## config.mk

```make
export PLATFORM = sky130hd
export DESIGN_NAME = seg_scan_ctrl
export DESIGN_NICKNAME = d
export VERILOG_FILES = /design/src/rtl/seg_scan_ctrl.sv
export SDC_FILE = /design/constraint.sdc
export NUM_CORES = 1
export LEC_CHECK = 0
export BUFFER_PORTS_ARGS = -buffer_cell sky130_fd_sc_hd__buf_4
export CAP_MARGIN = 20
export CORE_MARGIN = 1.5
export CORE_UTILIZATION = 28
export CTS_CLUSTER_SIZE = 12
export DETAILED_ROUTE_END_ITERATION = 16
export GPL_TIMING_DRIVEN = 1
export SYNTH_ARGS = -nofsm -noshare
export SYNTH_HDL_FRONTEND = slang
export SYNTH_SLANG_ARGS = --single-unit
```

## constraint.sdc

```tcl
create_clock -name clk -period 5.44 [get_ports clk]
set_input_delay 0.272 -clock clk [delete_from_list [all_inputs] [get_ports clk]]
set_output_delay 0.272 -clock clk [all_outputs]
set_load 0.01 [all_outputs]
```

## src/rtl/seg_scan_ctrl.sv

```systemverilog
`default_nettype none
// ============================================================================
// Module   : seg_scan_ctrl
// Function : 7-segment digit scan controller with frame-aligned data loading;
//            SEG_SCAN_LZ_BLANK_EN enables leading-zero blanking.
// Revision : 1.0
// ============================================================================
module seg_scan_ctrl #(
  parameter int NUM_DIG = 8,
  parameter int DWELL   = 50000,
  parameter int GAP     = 16
) (
  input  logic                   clk,
  input  logic                   rst,
  input  logic                   en,
  input  logic                   load,
  input  logic [4*NUM_DIG-1:0]   data_in,
  input  logic [NUM_DIG-1:0]     dp_in,
  output logic                   load_ack,
  output logic [3:0]             bcd_out,
  output logic                   dp_out,
  output logic [NUM_DIG-1:0]     dig_sel_n,
  output logic                   frame_done
);

  localparam int DW_W = $clog2(DWELL);
  localparam int GP_W = $clog2(GAP + 1);
  localparam int DG_W = $clog2(NUM_DIG);
  localparam logic [DW_W-1:0] DWELL_LAST = DW_W'(DWELL - 1);
  localparam logic [GP_W-1:0] GAP_LAST   = GP_W'(GAP - 1);
  localparam logic [DG_W-1:0] DIG_LAST   = DG_W'(NUM_DIG - 1);

  typedef enum logic [1:0] {
    S_IDLE  = 2'd0,
    S_DRIVE = 2'd1,
    S_GAP   = 2'd2
  } state_t;

  state_t                    state, state_nx;
  logic [DW_W-1:0]           dwell_cnt;
  logic [GP_W-1:0]           gap_cnt;
  logic [DG_W-1:0]           digit, digit_nx;
  logic [NUM_DIG-1:0][3:0]   shadow;
  logic [NUM_DIG-1:0]        shadow_dp;
  logic                      pending;
  logic                      wait_drop;
  logic                      dwell_end, gap_end, last_dig, frame_end;
  logic                      req, capture, enter_drive;
  logic [3:0]                nib_nx;
  logic [NUM_DIG-1:0]        sel, blank;

  assign dwell_end = (state == S_DRIVE) && (dwell_cnt == DWELL_LAST);
  assign gap_end   = (state == S_GAP) && (gap_cnt == GAP_LAST);
  assign last_dig  = (digit == DIG_LAST);
  assign frame_end = gap_end && last_dig;

  // A captured request is ignored until load drops, so acks never run back to back
  assign req     = load && !wait_drop;
  assign capture = (req || pending) && ((state == S_IDLE) || frame_end);

  assign enter_drive = (state_nx == S_DRIVE) && (state != S_DRIVE);
  assign nib_nx      = capture ? data_in[3:0] : shadow[digit_nx];
  assign sel         = NUM_DIG'(1) << digit;

`ifdef SEG_SCAN_LZ_BLANK_EN
  logic lz_run;
  always_comb begin
    blank  = '0;
    lz_run = 1'b1;
    for (int i = NUM_DIG - 1; i > 0; i--) begin
      lz_run   = lz_run && (shadow[i] == 4'd0) && !shadow_dp[i];
      blank[i] = lz_run;
    end
  end
`else
  assign blank = '0;
`endif

  always_ff @(posedge clk) begin
    if (rst) state <= S_IDLE;
    else     state <= state_nx;
  end

  always_comb begin
    state_nx = state;
    digit_nx = digit;
    case (state)
      S_IDLE: begin
        digit_nx = '0;
        if (en) state_nx = S_DRIVE;
      end
      S_DRIVE: begin
        if (dwell_end) state_nx = S_GAP;
      end
      S_GAP: begin
        if (gap_end) begin
          digit_nx = (last_dig || !en) ? '0 : digit + 1'b1;
          state_nx = en ? S_DRIVE : S_IDLE;
        end
      end
      default: begin
        state_nx = S_IDLE;
        digit_nx = '0;
      end
    endcase
  end

  always_ff @(posedge clk) begin
    if (rst) begin
      dwell_cnt  <= '0;
      gap_cnt    <= '0;
      digit      <= '0;
      shadow     <= '0;
      shadow_dp  <= '0;
      pending    <= 1'b0;
      wait_drop  <= 1'b0;
      load_ack   <= 1'b0;
      frame_done <= 1'b0;
      bcd_out    <= 4'd0;
      dp_out     <= 1'b0;
      dig_sel_n  <= '1;
    end else begin
      dwell_cnt  <= (state == S_DRIVE && !dwell_end) ? dwell_cnt + 1'b1 : '0;
      gap_cnt    <= (state == S_GAP && !gap_end) ? gap_cnt + 1'b1 : '0;
      digit      <= digit_nx;
      if (capture) begin
        shadow    <= data_in;
        shadow_dp <= dp_in;
      end
      pending    <= capture ? 1'b0 : (pending || (req && state != S_IDLE));
      wait_drop  <= capture ? 1'b1 : (wait_drop && load);
      load_ack   <= capture;
      frame_done <= frame_end;
      if (enter_drive) bcd_out <= nib_nx;
      // Select and dp trail bcd_out by one cycle to line up with the decoder register
      dig_sel_n  <= (state == S_DRIVE) ? ~(sel & ~blank) : '1;
      dp_out     <= (state == S_DRIVE) && shadow_dp[digit];
    end
  end

endmodule
`default_nettype wire

```

* Word-level counts from Yosys, hierarchy flattened
Cells that the tools add are included.
** Storage, ports and cells
- Output and inout bits :: 15
- Logic and storage cells :: 76
- Register bits after elaboration :: 83
- Input bits :: 44
** Operators by class
- Reductions and logical operators :: 25
- Bitwise logic cells :: 4
- Equal/unequal tests :: 7
- Shifts and indexed selects :: 1
- Mux-type cells :: 14
- Order comparisons :: 2
- $add $sub $neg :: 3
** Operators by type and width (count)
- adder 16 x 1 -> 16 bit, second input constant :: 1
- equality test 16 bit, second input constant :: 1
- binary-select mux 4 bit (select 3 bit) :: 1
- logical AND 1 bit :: 11
- < comparator 3 x 4 -> 1 bit, second input constant :: 2
- two-way mux 4 bit :: 2
- inverter 8 bit :: 1
- OR reduction 2 bit :: 4
- left shift 1 x 3 -> 8 bit, first input constant :: 1
- two-way mux 2 bit :: 3
- two-way mux 3 bit :: 2
- one-hot mux 2 bit (3 select lines) :: 1
- one-hot mux 3 bit (2 select lines) :: 1
- adder 5 x 1 -> 5 bit, second input constant :: 1
- equality test 5 x 4 -> 1 bit, second input constant :: 1
- equality test 2 x 1 -> 1 bit, second input constant :: 2
- logical NOT 1 bit :: 4
- logical OR 1 bit :: 4
- adder 3 x 1 -> 3 bit, second input constant :: 1
- binary-select mux 1 bit (select 3 bit) :: 1
- equality test 3 bit, second input constant :: 1
- two-way mux 1 bit :: 3
- inverter 1 bit :: 3
- equality test 2 bit, second input constant :: 1
- other kinds (3) :: 3

* Logic depth before layout (Yosys ltp)
- Depth after elaboration :: 8
- Gate-level depth with buffers :: 9

* Least setup slack after synthesis
Ideal clock, no wire load.
- Kind :: reg2reg
- From :: register gap_cnt[0]
- To :: register bcd_out[3]
- Buffers on the path :: 0
- Stages on the path, launching flop included :: 10
- Period minus slack after synthesis :: 2.243 ns
- Arrival :: 2.109 ns
- Setup slack :: 3.197 ns
- Setup time :: 0.134 ns
- Cells stage by stage :: dfxtp_1 -> ha_1 -> and3_1 -> ha_1 -> nand4b_1 -> nor2_1 -> a21oi_2 -> mux2_2 -> o221ai_1 -> o22ai_1
** On the way
- Longest elaborated chain between the ends :: 7
- Elaborated cells between the ends (all ways) :: 14
- Classes of those cells :: 2 x eq/ne; 7 x mux; 5 x reduce/logical
** RTL lines
- from (decl) :: line 41 : logic [GP_W-1:0] gap_cnt;
- from (signal assigned) :: line 124 : gap_cnt <= (state == S_GAP && !gap_end) ? gap_cnt + 1'b1 : '0;
- equality test 5 x 4 -> 1 bit * :: line 53 : assign gap_end = (state == S_GAP) && (gap_cnt == GAP_LAST);
- logical AND 1 bit * :: line 53
- two-way mux 3 bit :: line 96 : if (gap_end) begin
- one-hot mux 3 bit (2 select lines) :: line 87 : case (state)
- binary-select mux 4 bit (select 3 bit) :: line 62 : assign nib_nx = capture ? data_in[3:0] : shadow[digit_nx];
- two-way mux 4 bit (implied by the code) :: line 62
- two-way mux 4 bit :: line 62
- to (signal assigned) :: line 134 : if (enter_drive) bcd_out <= nib_nx;
- to (decl) :: line 20 : output logic [3:0] bcd_out,
Every way passes the cells marked *; elsewhere a longest branch is shown, timed or not. The select of a mux whose other input is x is not followed.
A chain may end at the register's enable or synchronous reset.

* Final worst setup path
- From :: register gap_cnt[0]
- To :: register bcd_out[1]
Same word-level chain as after synthesis.

==> metrics.md <==
| Metric | Value |
|---|---|
| Cts hold-fix bufs | 0 |
| Worst relative slew slack | 0.507 |
| Drc violations | 0 |
| Post-placement cell count | 620 |
| Slew Limit Fails | 0 |
| Crit path kind | reg2reg |
| Post-DRT Antenna Nets | 0 |
| Final setup fails | 0 |
| Core Util, Final | 0.364 |
| Hold Path Class | in2reg |
| WP data required | 5630 ps |
| Worst EP arrival | 2750 ps |
| Layout Nets | 520 |
| Detailed placer's ending HPWL | 5.78 mm |
| Leakage Power | 1.72 nW |
| Pwr per Cell Area | 314 mW/mm² |
| CTS tree | yes |
| YS warnings | 0 |
| Clk sinks | 83 |
| Adder-cell share of the synthesized area | 0.0459 |
| Die X | 115 µm |
| Share of synthesized registers carrying an async set or reset | 0 |
| Number of H-tree levels | 3 |
| Max IR drop VDD | 0.143 mV |
| CTS Root Cell | clkbuf_16 |
| Tmin final | 2560 ps |
| 1st-pass router iterations | 5 |
| CP max FO | 10 |
| Syn Inst Count | 411 |
| Crit. End Element | flip-flop |
| Most common cell after layout, fill and taps aside | nand2_1 |
| Synth Register Bits | 83 |
| Startpoint types | flip-flop |
| Total power | 1.39 mW |
| Least-Margin Pin Slew | 740 ps |
| Status | finished, final reports clean |
| Sequential-to-total area share from yosys stat | 0.469 |
| Met3 Use GR | 0.0377 |
| Post-CTS Setup Inserts | 0 |
| Synth Cell Area | 0.00354 mm² |
| Initial antenna violation count | 0 |
| Syn Nets | 468 |
| Synth Flop Type | dfxtp_1 |
| Core area | 0.0122 mm² |
| WHS | 177 ps |
| Die ar. | 0.0133 mm² |
| Vias per cell | 4.60 |
| Vias in the first global route | 2,836 |
| DR WL/cell | 12.5 µm |
| Simple-gate area share of the yosys netlist | 0.214 |
| First-pass GRT wire length | 13.4 mm |
| Clk_skew | 10.8 ps |
| XOR/XNOR Fraction of Synth Area | 0.0396 |
| Final Hold Viols | 0 |
| FP Rows | 40 |
| Post_cts resized | 0 |
| Gpl congestion | 0.779 |
| Final period util | 0.471 |
| Max cap viols | 0 |
| TNS Setup | 0 ps |
| Syn_area_per_cell | 8.62 µm² |
| Final Non-Filler Cells | 636 |
| Met2 usage | 0.203 |
| Skew-Pair Late Insertion Delay | 340 ps |
| Share of layout cells above drive strength 1 | 0.207 |
| I/O Buffers | 58 |
| Setup repair after global routing missed its margin | no |
| Antenna diode count | 0 |
| Gr usage total | 0.127 |
| DRT Wirelength | 7.92 mm |
| Post-synthesis mux area share | 0.0608 |
| Number of synthesized flops with an enable pin | 0 |
| Clock Path Buffers | 2 |
| Placement Setup Slack | 2880 ps |
| Starting Density | 0.291 |
| Gr busiest metal | met2 |
| Largest family of logic cells by synthesized area | simple AND/OR/NAND/NOR gates |
| Die H | 115 µm |
| Grt met1 use | 0.165 |
| Gr ovfl total | 0 |
| Max frequency | 391 MHz |
| Top Ports | 59 |
| Layout Area Growth over Synthesis | 25.0% |
| Routed via count | 2,923 |
| Cts bufs inserted | 9 |
| Setup slack after layout | 2880 ps |
| CTS clk-pin slew, worst paths | 60 ps |
| Iter 0 DRT Violations | 144 |
| Synth Area in Compound Gates | 0.138 |
| Largest net degree at the start of global routing | 59 |
| Fin area | 0.00443 mm² |
| Post-Place Cell Area | 0.00413 mm² |
| Library cells used by synthesis | 46 |
| Most frequent cells in the layout | 97 x nand2_1, 83 x dfxtp_1, 59 x buf_4 |
[power breakdown]
group	leakage, nW	internal [mW]	switching [mW]	total (mW)
Sequential	0.676	0.635	0.0164	0.652
Clock	0.144	0.360	0.245	0.605
Combinational	0.899	0.0605	0.0712	0.132
Total	1.72	1.06	0.333	1.39
[registers in the layout, indices dropped and copies added (netlist names)]
| name | count |
|---|---|
| shadow | 32 |
| dwell_cnt | 16 |
| dig_sel_n | 8 |
| shadow_dp | 8 |
| gap_cnt | 5 |
| bcd_out | 4 |
| digit | 3 |
| state | 2 |
| dp_out | 1 |
| frame_done | 1 |
| load_ack | 1 |
| pending | 1 |
| wait_drop | 1 |
[layout make-up]
type                    instances  area [µm²]
fillers                      1260        7730
multi-input cells             298        1770
well taps                     168         210
repair buffers                 59         443
inverters                      12        45.0
clock buffers                  10         229
flip-flops and latches         83        1660
clock inverters                 6        72.6
[worst paths after layout]
check	from	to	slack (ps)	cells past startpoint
worst max-delay path	gap_cnt[0]	bcd_out[1]	2880	9
worst min-delay path	dp_in[3]	shadow_dp[3]	180	3
worst max register to register	gap_cnt[0]	bcd_out[1]	2880	9
worst min register to register	shadow[27]	shadow[27]	450	2
[Yosys cell counts (5+ instances only)]
cell type,count,share of area
ha_1,13,0.046
mux2_2,8,0.025
buf_1,5,0.0053
inv_1,12,0.013
nand2_1,97,0.10
o21ai_0,6,0.0085
xor2_1,7,0.017
nor2_1,36,0.038
dfxtp_1,83,0.47
clkbuf_1,11,0.012
mux2i_1,8,0.023
a21oi_1,44,0.062
nand3_1,11,0.016
xnor2_1,9,0.022
[worst max-delay path, stage by stage (launching register included)]
cell and delay, ps:
dfxtp_1 320, ha_1 210, and3_1 180, ha_1 260, or2b_1 270, nand2b_1 110, a21oi_2 160, nor4_1 590
a22o_1 230, o22ai_1 80
[metal layers]
| layer | wire (µm) | share of wire | vias to the layer above |
|---|---|---|---|
| li1 | - | - | 1491 |
| met1 | 3630 | 0.46 | 1359 |
| met2 | 3780 | 0.48 | 71 |
| met3 | 486 | 0.061 | 2 |
| met4 | 23 | 0.0029 | 0 |
| met5 | 0 | 0 | - |
[logic make-up after synthesis]
family          Yosys count
xor+xnor                 16
flops                    83
compound gates           78
buf+inv                  30
simple gates            173
fa+ha+maj                13
mux                      18
Power figures use the tool's default switching activity.
